$ cat src/rtl/pclk_en_gen.sv
// APB clock-enable generator: modulo-N phase counter with a glitch-free req/ack ratio change.
// Define PCLK_EN_GEN_CLKOUT_EN to add the registered divided clock output clk_out.
module pclk_en_gen #(
    parameter int CNT_W       = 4,
    parameter int DEFAULT_DIV = 5
) (
    input  logic             clk_in,
    input  logic             rst_n,
    input  logic             en,
    input  logic             div_req,
    input  logic [CNT_W-1:0] div_val,
    output logic             div_ack,
    output logic [CNT_W-1:0] div_cur,
    output logic [CNT_W-1:0] cnt,
    output logic             pclk_en
`ifdef PCLK_EN_GEN_CLKOUT_EN
    ,
    output logic             clk_out
`endif
);

    localparam logic [CNT_W-1:0] DIV_RST = CNT_W'(DEFAULT_DIV);
    localparam logic [CNT_W-1:0] ONE     = CNT_W'(1);

    logic [CNT_W-1:0] cnt_reg, cnt_next;
    logic [CNT_W-1:0] div_cur_reg, div_next;
    logic             div_ack_reg, div_ack_next;
    logic             pclk_en_reg, pclk_en_next;
    logic             last_phase;
    logic             accept;

    // A request is only taken on a period boundary (or while idle), and never in
    // the ack cycle itself, so a requester dropping div_req on seeing ack is not
    // counted twice.
    always_comb begin
        last_phase   = (cnt_reg == div_cur_reg - ONE);
        accept       = div_req && !div_ack_reg && (!en || last_phase);
        div_next     = div_cur_reg;
        cnt_next     = cnt_reg;
        div_ack_next = 1'b0;
        if (accept) begin
            div_next     = (div_val == '0) ? ONE : div_val;
            cnt_next     = '0;
            div_ack_next = 1'b1;
        end else if (en) begin
            cnt_next = last_phase ? '0 : cnt_reg + ONE;
        end else begin
            cnt_next = '0;
        end
        // Strobe is registered alongside cnt so it coincides with cnt == N-1.
        pclk_en_next = en && (cnt_next == div_next - ONE);
    end

    always_ff @(posedge clk_in or negedge rst_n) begin
        if (!rst_n) begin
            cnt_reg     <= '0;
            div_cur_reg <= DIV_RST;
            div_ack_reg <= 1'b0;
            pclk_en_reg <= 1'b0;
        end else begin
            cnt_reg     <= cnt_next;
            div_cur_reg <= div_next;
            div_ack_reg <= div_ack_next;
            pclk_en_reg <= pclk_en_next;
        end
    end

    assign cnt     = cnt_reg;
    assign div_cur = div_cur_reg;
    assign div_ack = div_ack_reg;
    assign pclk_en = pclk_en_reg;

`ifdef PCLK_EN_GEN_CLKOUT_EN
    logic [CNT_W:0] high_len;
    logic           clk_out_reg, clk_out_next;

    // One extra bit so (N+1)/2 cannot overflow at the largest N.
    always_comb begin
        high_len     = ({1'b0, div_next} + (CNT_W+1)'(1)) >> 1;
        clk_out_next = en && ({1'b0, cnt_next} < high_len);
    end

    always_ff @(posedge clk_in or negedge rst_n) begin
        if (!rst_n) begin
            clk_out_reg <= 1'b0;
        end else begin
            clk_out_reg <= clk_out_next;
        end
    end

    assign clk_out = clk_out_reg;
`endif

endmodule

$ cat config.mk
export PLATFORM = sky130hd
export DESIGN_NAME = pclk_en_gen
export DESIGN_NICKNAME = d
export VERILOG_FILES = /design/src/rtl/pclk_en_gen.sv
export SDC_FILE = /design/constraint.sdc
export NUM_CORES = 1
export LEC_CHECK = 0
export CAP_MARGIN = 40
export CELL_PAD_IN_SITES_DETAIL_PLACEMENT = 1
export CELL_PAD_IN_SITES_GLOBAL_PLACEMENT = 2
export CORE_ASPECT_RATIO = 1.5
export CORE_MARGIN = 3
export CORE_UTILIZATION = 30
export DETAILED_ROUTE_END_ITERATION = 10
export HOLD_SLACK_MARGIN = 0.15
export PLACE_DENSITY = 0.81
export SLEW_MARGIN = 20
export SYNTH_ARGS = -nofsm -noshare
export SYNTH_HDL_FRONTEND = slang
export SYNTH_SLANG_ARGS = --single-unit
$ cat constraint.sdc
create_clock -name clk_in -period 3.78 [get_ports clk_in]
set_clock_uncertainty 0.05 [all_clocks]
set_input_delay 0.756 -clock clk_in [delete_from_list [all_inputs] [get_ports clk_in]]
set_output_delay 0.756 -clock clk_in [all_outputs]
set_load 0.02 [all_outputs]
==> results of run 1 <==
-- metal layers --
layer	global-route usage	wire [µm]	vias up
met4	0.06462	48	0
li1	-	-	350
met3	0.01895	71	5
met5	0	0	-
met1	0.1601	830	359
met2	0.2716	1253	21
-- power breakdown --
part           total, W  switching (W)  internal [W]
logic          0.000553       0.000299      0.000254
registers      0.000207      0.0000593      0.000148
clock network  0.000138      0.0000461     0.0000919
-- through the flow --
stage | util | worst slack [ns] | area [µm²] | total power, W
2_1_floorplan | - | 0.8776 | 849.6 | 0.0006047
3_3_place_gp | 0.3955 | 0.6846 | 1059 | 0.0007607
3_5_place_dp | 0.3955 | 0.6620 | 1059 | 0.0007672
4_1_cts | 0.4161 | 0.6783 | 1114 | 0.0009116
5_1_grt | 0.4161 | 0.4659 | 1114 | 0.0009740
6_report | 0.4161 | 0.7064 | 1114 | 0.0008982
-- cell usage in the layout (no fill, tap or decap), types with 3 or more instances in the layout --
cell type and n:
clkdlybuf4s50_1 17, nand2_1 8, dfrtp_1 8, nand3_1 6, inv_1 5, xor2_1 5
o21ai_0 5, nor2_1 4, xnor2_1 4, clkbuf_8 4, o211ai_1 3, ha_1 3
-- kinds of logic (layout without fill, tap and decap cells) --
group | after synthesis | in the layout
buf+inv | 8 | 28
compound gates | 17 | 17
simple gates | 36 | 36
xor+xnor | 12 | 12
fa+ha+maj | 3 | 3
mux | 1 | 1
flops | 10 | 10
-- critical path: stages (launching register included) --
cell,delay [ns]
dfstp_2,0.60
inv_1,0.09
ha_1,0.31
xor2_1,0.27
nand2_1,0.20
or4_1,0.49
and3_4,0.18
ha_1,0.30
xnor2_1,0.15
nand2_1,0.08
a311oi_2,0.24
-- cell type report --
class | count | area [µm²] | share of cell area
Sequential cell | 10 | 252.7 | 0.2270
Clock buffer | 4 | 55.05 | 0.04944
Tap cell | 37 | 46.29 | 0.04157
Timing Repair Buffer | 18 | 177.7 | 0.1595
Inverter | 6 | 27.53 | 0.02472
Multi-Input combinational cell | 69 | 554.3 | 0.4978
-- path summary, 6_finish.rpt --
path                       startpoint    endpoint  cells after the start
setup / recovery           div_cur[0]     pclk_en                     10
hold / removal                 cnt[0]      cnt[0]                      1
setup reg to reg           div_cur[0]     pclk_en                     10
hold reg to reg                cnt[0]      cnt[0]                      1
max in group asynchronous       rst_n  div_cur[0]                      1
min in group asynchronous       rst_n     div_ack                      1
==> flow_summary.json, run 1 <==
{
  "outcome": "finished clean",
  "die_h_um": 71.18,
  "yosysUniqueCellTypes": 38,
  "synthMuxAreaShare": 0.01325,
  "core_area_mm2": 0.002676,
  "antenna_found_initial": 0,
  "drt-total-wl_um": 2204,
  "cts_max_level": 1,
  "ys_async_sr_fraction": 1.000,
  "viasPerCell": 5.104,
  "synthTopCellsByArea": "dfrtp_1 (24%), dfstp_2 (6.2%), xor2_1 (5.2%)",
  "tns_ns": 0,
  "portBuffers": 17,
  "worstPathArrival_ns": 3.17,
  "final_cells": 144,
  "place_congestion": 0.7834,
  "grt_pass1_wl_um": 3905,
  "ctsRootBufferMaster": "clkbuf_8",
  "clock.fmax_mhz": 325.4,
  "worstSetupPathType": "reg -> reg",
  "synthXorXnorAreaFrac": 0.1605,
  "whs_ns": 0.5558,
  "tightest_slew_ns": 0.4767,
  "hold_buffers": 0,
  "post_cts_buffers": 0,
  "track_usage": 0.1453,
  "syn2layout_area_growth_pct": 31.08,
  "rows": 23,
  "synthesis.nets": 98,
  "power_leakage_nw": 0.4775,
  "grt_pass1_vias": 816,
  "hold_viol": 0,
  "ant_nets": 0,
  "grt_max_degree": 11,
  "ys_seq_elements": 10,
  "r2r_slack_ns": 0.71,
  "p_per_area_mw_per_mm2": 806.6,
  "min_period_ns": 3.074,
  "cts_buffers": 3,
  "path_clk_slew_ns": 0.05,
  "layout-drive-gt1-share": 0.1963,
  "cap_violations": 0,
  "postSynthAreaPerCell_um2": 9.765,
  "peakVddDrop_uv": 320.7,
  "rsz0062_at_grt": "no",
  "synth_edf_count": 0,
  "post_cts_resized": 0,
  "endpoint_kind": "flop",
  "clock_latency_ns": 0.24,
  "min_path_type": "reg -> reg",
  "finalMaxSlewViolations": 0,
  "cts_sinks": 10,
  "syn_area_um2": 849.6,
  "synth_top_family_by_area": "simple AND/OR/NAND/NOR gates",
  "yosysTopAreaCellShare": 0.2356,
  "synthTopCellsByCount": "dfrtp_1 (8), nand2_1 (8), nand3_1 (6)",
  "n_fill_cell": 318,
  "finish.net_count": 119,
  "synth-compound-area-share": 0.1502,
  "initial_utilization": 0.3174,
  "max_slew_margin": 0.6812,
  "synth_fa_ha_area_frac": 0.04418,
  "drc": 0,
  "vias": 735,
  "cts_tree": "yes",
  "seq_area_frac_synth": 0.2975,
  "required_ns": 3.87,
  "fin_crit_sh": 0.8131,
  "drtPass1Iterations": 4,
  "synth_simple_gate_area_frac": 0.2842,
  "synth-main-ff-cell": "dfrtp_1",
  "place.detailed.hpwl_um": 1775,
  "diodes": 0,
  "cp_max_fo": 7,
  "die-area_mm2": 0.003520,
  "post_drt_wl_per_cell_um": 15.31,
  "cts_buffer_depth": 2,
  "io_pins": 18,
  "synthCells": 87,
  "setup_viol": 0,
  "first_iter_violations": 11,
  "yosysTopAreaCell": "dfrtp_1",
  "die_w_um": 49.45,
  "grt_overflow": 0,
  "startpoint_type": "flop",
  "dp_cells": 140,
  "ys_warn_count": 0
}
Power figures use the tool's default switching activity.
==> run 2, diff against run 1 <==
- clock period: 3.78 -> 2.9 ns (I/O delays scaled with it)
==> run 2 against run 1 <==
Compared with the run above:
- via count rose by 2.0%
- critical path type unchanged
- worst hold slack got worse by 0.013 ns
- flip-flop and latch count did not move
- total power rose by 41%
- first-iteration DRC count did not move
- largest cell class unchanged
- global-route usage rose by 0.76 points
- register-to-register slack got worse by 0.56 ns
- core utilization rose by 3.0 points
- combinational power rose by 55%
- sequential power rose by 27%
==> flow_summary.json, run 2 (synthesis results as in run 1) <==
{
  "viasPerCell": 4.967,
  "cap_violations": 0,
  "cts_buffer_depth": 2,
  "track_usage": 0.1529,
  "worstPathArrival_ns": 2.85,
  "whs_endpoint": "cnt[0]",
  "ff_latch_area_um2": 252.7,
  "max_slew_margin": 0.6707,
  "grt_overflow": 0,
  "worstSetupPathType": "reg -> reg",
  "drc": 0,
  "portBuffers": 17,
  "startpoint_type": "flop",
  "finish.net_count": 127,
  "grt_pass1_vias": 849,
  "mostFrequentLayoutCells": "clkdlybuf4s50_1 (17), buf_4 (9), dfrtp_1 (8)",
  "clock_latency_ns": 0.24,
  "fin_crit_sh": 0.9512,
  "n_fill_cell": 330,
  "rows": 23,
  "layout-drive-gt1-share": 0.2719,
  "whs_path_depth": 1,
  "first_iter_violations": 11,
  "ctsRootBufferMaster": "clkbuf_8",
  "p_per_area_mw_per_mm2": 1060,
  "cts_max_level": 1,
  "antenna_found_initial": 0,
  "initial_utilization": 0.3174,
  "ant_nets": 0,
  "setup_viol": 0,
  "final_core_util": 0.4460,
  "hold_path.startpoint": "cnt[0]",
  "peakVddDrop_uv": 438.0,
  "final_common_cell": "clkdlybuf4s50_1",
  "min_path_type": "reg -> reg",
  "hold_viol": 0,
  "die_w_um": 49.45,
  "endpoint_kind": "flop",
  "post_drt_wl_per_cell_um": 15.60,
  "power_leakage_nw": 0.5123,
  "diodes": 0,
  "vias": 750,
  "drtPass1Iterations": 4,
  "tightest_slew_ns": 0.4925,
  "cts_buffers": 3,
  "grt_max_degree": 11,
  "core_area_mm2": 0.002676,
  "clock.fmax_mhz": 362.5,
  "outcome": "finished clean",
  "cp_max_fo": 2,
  "syn2layout_area_growth_pct": 40.50,
  "min_period_ns": 2.758,
  "grt_pass1_wl_um": 4029,
  "cts_tree": "yes",
  "place.detailed.hpwl_um": 1947,
  "multi_input_area_um2": 588.1,
  "rsz0062_at_grt": "no",
  "r2r_slack_ns": 0.14,
  "die_h_um": 71.18,
  "r2r-end": "pclk_en",
  "tns_ns": 0,
  "cts_sinks": 10,
  "place_congestion": 0.7889,
  "regToRegStartpoint": "div_cur[0]",
  "path_clk_slew_ns": 0.05,
  "ff2ff_path_depth": 10,
  "finalMaxSlewViolations": 0,
  "die-area_mm2": 0.003520,
  "required_ns": 2.99,
  "io_pins": 18,
  "drt-total-wl_um": 2355
}
[run 2: changes by cell type in the layout (fill, tap and decap cells not counted), sizes merged]
cell / previous run / this run
clkbuf: 4 / 3
buf: 1 / 9
[run 2: worst max-delay path by stage]
stage / from / cells past startpoint / end / slack (ns)
2_1_floorplan: div_cur[0] / 10 / pclk_en / 0.06
3_3_place_gp: div_val[3] / 9 / pclk_en / 0.1
3_5_place_dp: div_val[3] / 9 / pclk_en / 0.008
4_1_cts: div_cur[0] / 10 / pclk_en / 0.02
5_1_grt: div_cur[0] / 10 / pclk_en / 0.01
6_report: div_cur[0] / 10 / pclk_en / 0.14
[run 2: final cells by class]
type / instances / area share
Clock buffer: 3 / 0.03459
Inverter: 6 / 0.02306
Multi-Input combinational cell: 69 / 0.4927
Sequential cell: 10 / 0.2117
Tap cell: 37 / 0.03878
Timing Repair Buffer: 26 / 0.1992
[run 2: what timing repair did]
item | 4_1_cts | 5_1_grt
endpoints found under the setup margin | 0 | 1
hold buffers | 0 | 0
setup buffers | 0 | 0
endpoints found under the hold margin | 0 | 0
gates resized for setup | 0 | 3
[run 2: power by group]
| group | internal, W | switching (W) | leakage, nW | total [W] |
|---|---|---|---|---|
| clock network | 0.0000909 | 0.0000540 | 0.0216 | 0.000145 |
| registers | 0.000192 | 0.0000703 | 0.126 | 0.000262 |
| logic | 0.000411 | 0.000447 | 0.364 | 0.000857 |
| total | 0.000694 | 0.000571 | 0.512 | 0.00126 |
[run 2: per-stage QoR]
step / power (W) / std cells / area [µm²] / setup WS [ns] / hold WS [ns]
finish: 0.001265 / 151 / 1194 / 0.1415 / 0.5425
global route: 0.001361 / 151 / 1194 / 0.01035 / 0.5791
CTS: 0.001235 / 151 / 1167 / 0.01543 / 0.5431
detailed placement: 0.001076 / 148 / 1126 / 0.008474 / 0.5434
global placement: 0.001051 / 148 / 1126 / 0.09530 / 0.5335
floorplan: 0.0008012 / 87 / 857.1 / 0.05624 / 0.2344
[run 2: critical path, stage by stage, from the launching register on]
cell	delay (ns)
dfstp_2	0.52
inv_1	0.08
ha_4	0.30
xor2_4	0.19
nand2_2	0.07
or4_1	0.47
and3_4	0.18
ha_1	0.30
xnor2_1	0.16
nand2_1	0.10
a311oi_2	0.24
[run 2: metal layers]
layer | GRT usage | wire length (µm) | vias to the layer above
li1 | - | - | 364
met1 | 0.1647 | 891 | 368
met2 | 0.2910 | 1363 | 14
met3 | 0.02737 | 71 | 4
met4 | 0.05538 | 27 | 0
met5 | 0 | 0 | -
==> run 3, diff against run 2 <==
- SETUP_SLACK_MARGIN: default -> 0.05
==> run 3 against run 2 <==
Compared with the run above:
- first-iteration DRC count decreased by 9.1%
- critical path type unchanged
- clock power about the same
- critical path depth decreased by 1
- highest routed layer unchanged
==> flow_summary.json, run 3 (synthesis results as in run 1) <==
{
  "min_period_ns": 2.662,
  "tightest_slew_ns": 0.4903,
  "place_congestion": 0.7889,
  "io_pins": 18,
  "required_ns": 2.99,
  "final_common_cell": "clkdlybuf4s50_1",
  "cp_max_fo": 5,
  "cts_tree": "yes",
  "initial_utilization": 0.3174,
  "syn2layout_area_growth_pct": 41.09,
  "grt_pass1_wl_um": 4050,
  "clkPwrFrac": 0.111,
  "switchingPower_w": 0.0005741,
  "track_usage": 0.1534,
  "grt_pass1_vias": 851,
  "grt_max_degree": 11,
  "drt-total-wl_um": 2355,
  "p_per_area_mw_per_mm2": 1073,
  "p_sw_frac": 0.4465,
  "fin_crit_sh": 0.9180,
  "die_h_um": 71.18,
  "tns_ns": 0,
  "startpoint_type": "flop",
  "max_slew_margin": 0.6721,
  "portBuffers": 17,
  "power_leakage_nw": 0.5168,
  "slowest_delay_ns": 0.52,
  "layout-drive-gt1-share": 0.2696,
  "worstSetupPathType": "reg -> reg",
  "crit_chain": "inv_1 -> ha_4 -> xor3_2 -> or4_1 -> and3_4 -> ha_1 -> xor2_1 -> xnor2_1 -> a311oi_2",
  "place_area_mm2": 0.001126,
  "die-area_mm2": 0.003520,
  "final_core_util": 0.4479,
  "mostFrequentLayoutCells": "clkdlybuf4s50_1 (17), buf_4 (10), nand2_1 (8), dfrtp_1 (8), nand3_1 (6)",
  "grt_overflow": 0,
  "combPwrFrac": 0.685,
  "finalMaxSlewViolations": 0,
  "core_area_mm2": 0.002676,
  "drtPass1Iterations": 4,
  "critPathSlowestCell": "dfstp_2",
  "cts_buffer_depth": 2,
  "hold_buffers": 0,
  "path_clk_slew_ns": 0.05,
  "stdcell_area_mm2": 0.001199,
  "n_fill_cell": 328,
  "die_w_um": 49.45,
  "peakVddDrop_uv": 434.4,
  "outcome": "finished clean",
  "drc": 0,
  "clock_latency_ns": 0.23,
  "post_drt_wl_per_cell_um": 15.49,
  "hold_viol": 0,
  "cts_sinks": 10,
  "viasPerCell": 4.987,
  "ant_nets": 0,
  "vias": 758,
  "cts_max_level": 1,
  "intPower_w": 0.0007117,
  "worstPathArrival_ns": 2.75,
  "setup_viol": 0,
  "finish.net_count": 128,
  "first_iter_violations": 10,
  "cap_violations": 0,
  "ctsRootBufferMaster": "clkbuf_8",
  "cts_buffers": 3,
  "endpoint_kind": "flop",
  "rows": 23,
  "diodes": 0,
  "seq_power_share": 0.204,
  "rsz0062_at_grt": "no",
  "antenna_found_initial": 0,
  "min_path_type": "reg -> reg",
  "clock.fmax_mhz": 375.6,
  "place.detailed.hpwl_um": 1947
}
## run 3: cell types whose count changed in the layout (fill, tap and decap cells not counted), sizes merged
| cell | before | now |
|---|---|---|
| buf | 9 | 10 |
## run 3: per-layer routing
layer	up-vias	wire length, µm	GRT usage
met5	-	0	0
met3	4	60	0.02737
li1	369	-	-
met1	373	901	0.1660
met2	12	1366	0.2910
met4	0	27	0.05538
## run 3: repair_timing
item | CTS | global route
setup buffers | 1 | 0
resized for setup | 0 | 2
hold endpoints to repair | 0 | 0
gates cloned | 0 | 0
setup endpoints to repair | 1 | 1
pin swaps | 0 | 5
## run 3: final timing paths
kind	start	slack, ns	depth (start not counted)	end
hold reg to reg	cnt[0]	0.54	1	cnt[0]
setup reg to reg	div_cur[0]	0.24	9	pclk_en
hold / removal	cnt[0]	0.54	1	cnt[0]
min in group asynchronous	rst_n	0.63	1	cnt[2]
setup / recovery	div_cur[0]	0.24	9	pclk_en
max in group asynchronous	rst_n	1.82	1	div_cur[0]
## run 3: area by class of cell
cell class / instances / area [µm²] / area share
tap: 37 / 46.29 / 0.03862
multi-input combinational: 69 / 585.6 / 0.4885
inverter: 6 / 27.53 / 0.02296
timing repair buffer: 27 / 245.2 / 0.2046
clock buffer: 3 / 41.29 / 0.03445
sequential: 10 / 252.7 / 0.2109
## run 3: worst max-delay path: cells and delay by family (launching register included)
family,cells,cell delay (ns)
compound gates,1,0.24
simple gates,2,0.69
xor+xnor,3,0.61
fa+ha+maj,2,0.37
flops,1,0.52
buf+inv,1,0.08
## run 3: stage by stage
stage / setup slack [ns] / instances / total power [W] / hold WS, ns
final: 0.2378 / 152 / 0.001286 / 0.5420
after global routing: 0.07057 / 152 / 0.001384 / 0.5791
after CTS: 0.08673 / 152 / 0.001259 / 0.5431
after detailed placement: 0.008474 / 148 / 0.001076 / 0.5434
after global placement: 0.09530 / 148 / 0.001051 / 0.5335
after floorplan: 0.05624 / 87 / 0.0008012 / 0.2344
## run 3: power by group through the flow
stage,combinational (W),clock (W),sequential [W]
after global routing,0.000955,0.000155,0.000275
after CTS,0.000848,0.000150,0.000262
final,0.000880,0.000143,0.000263
after floorplan,0.000497,0,0.000304
after global placement,0.000791,0,0.000260
after detailed placement,0.000812,0,0.000263
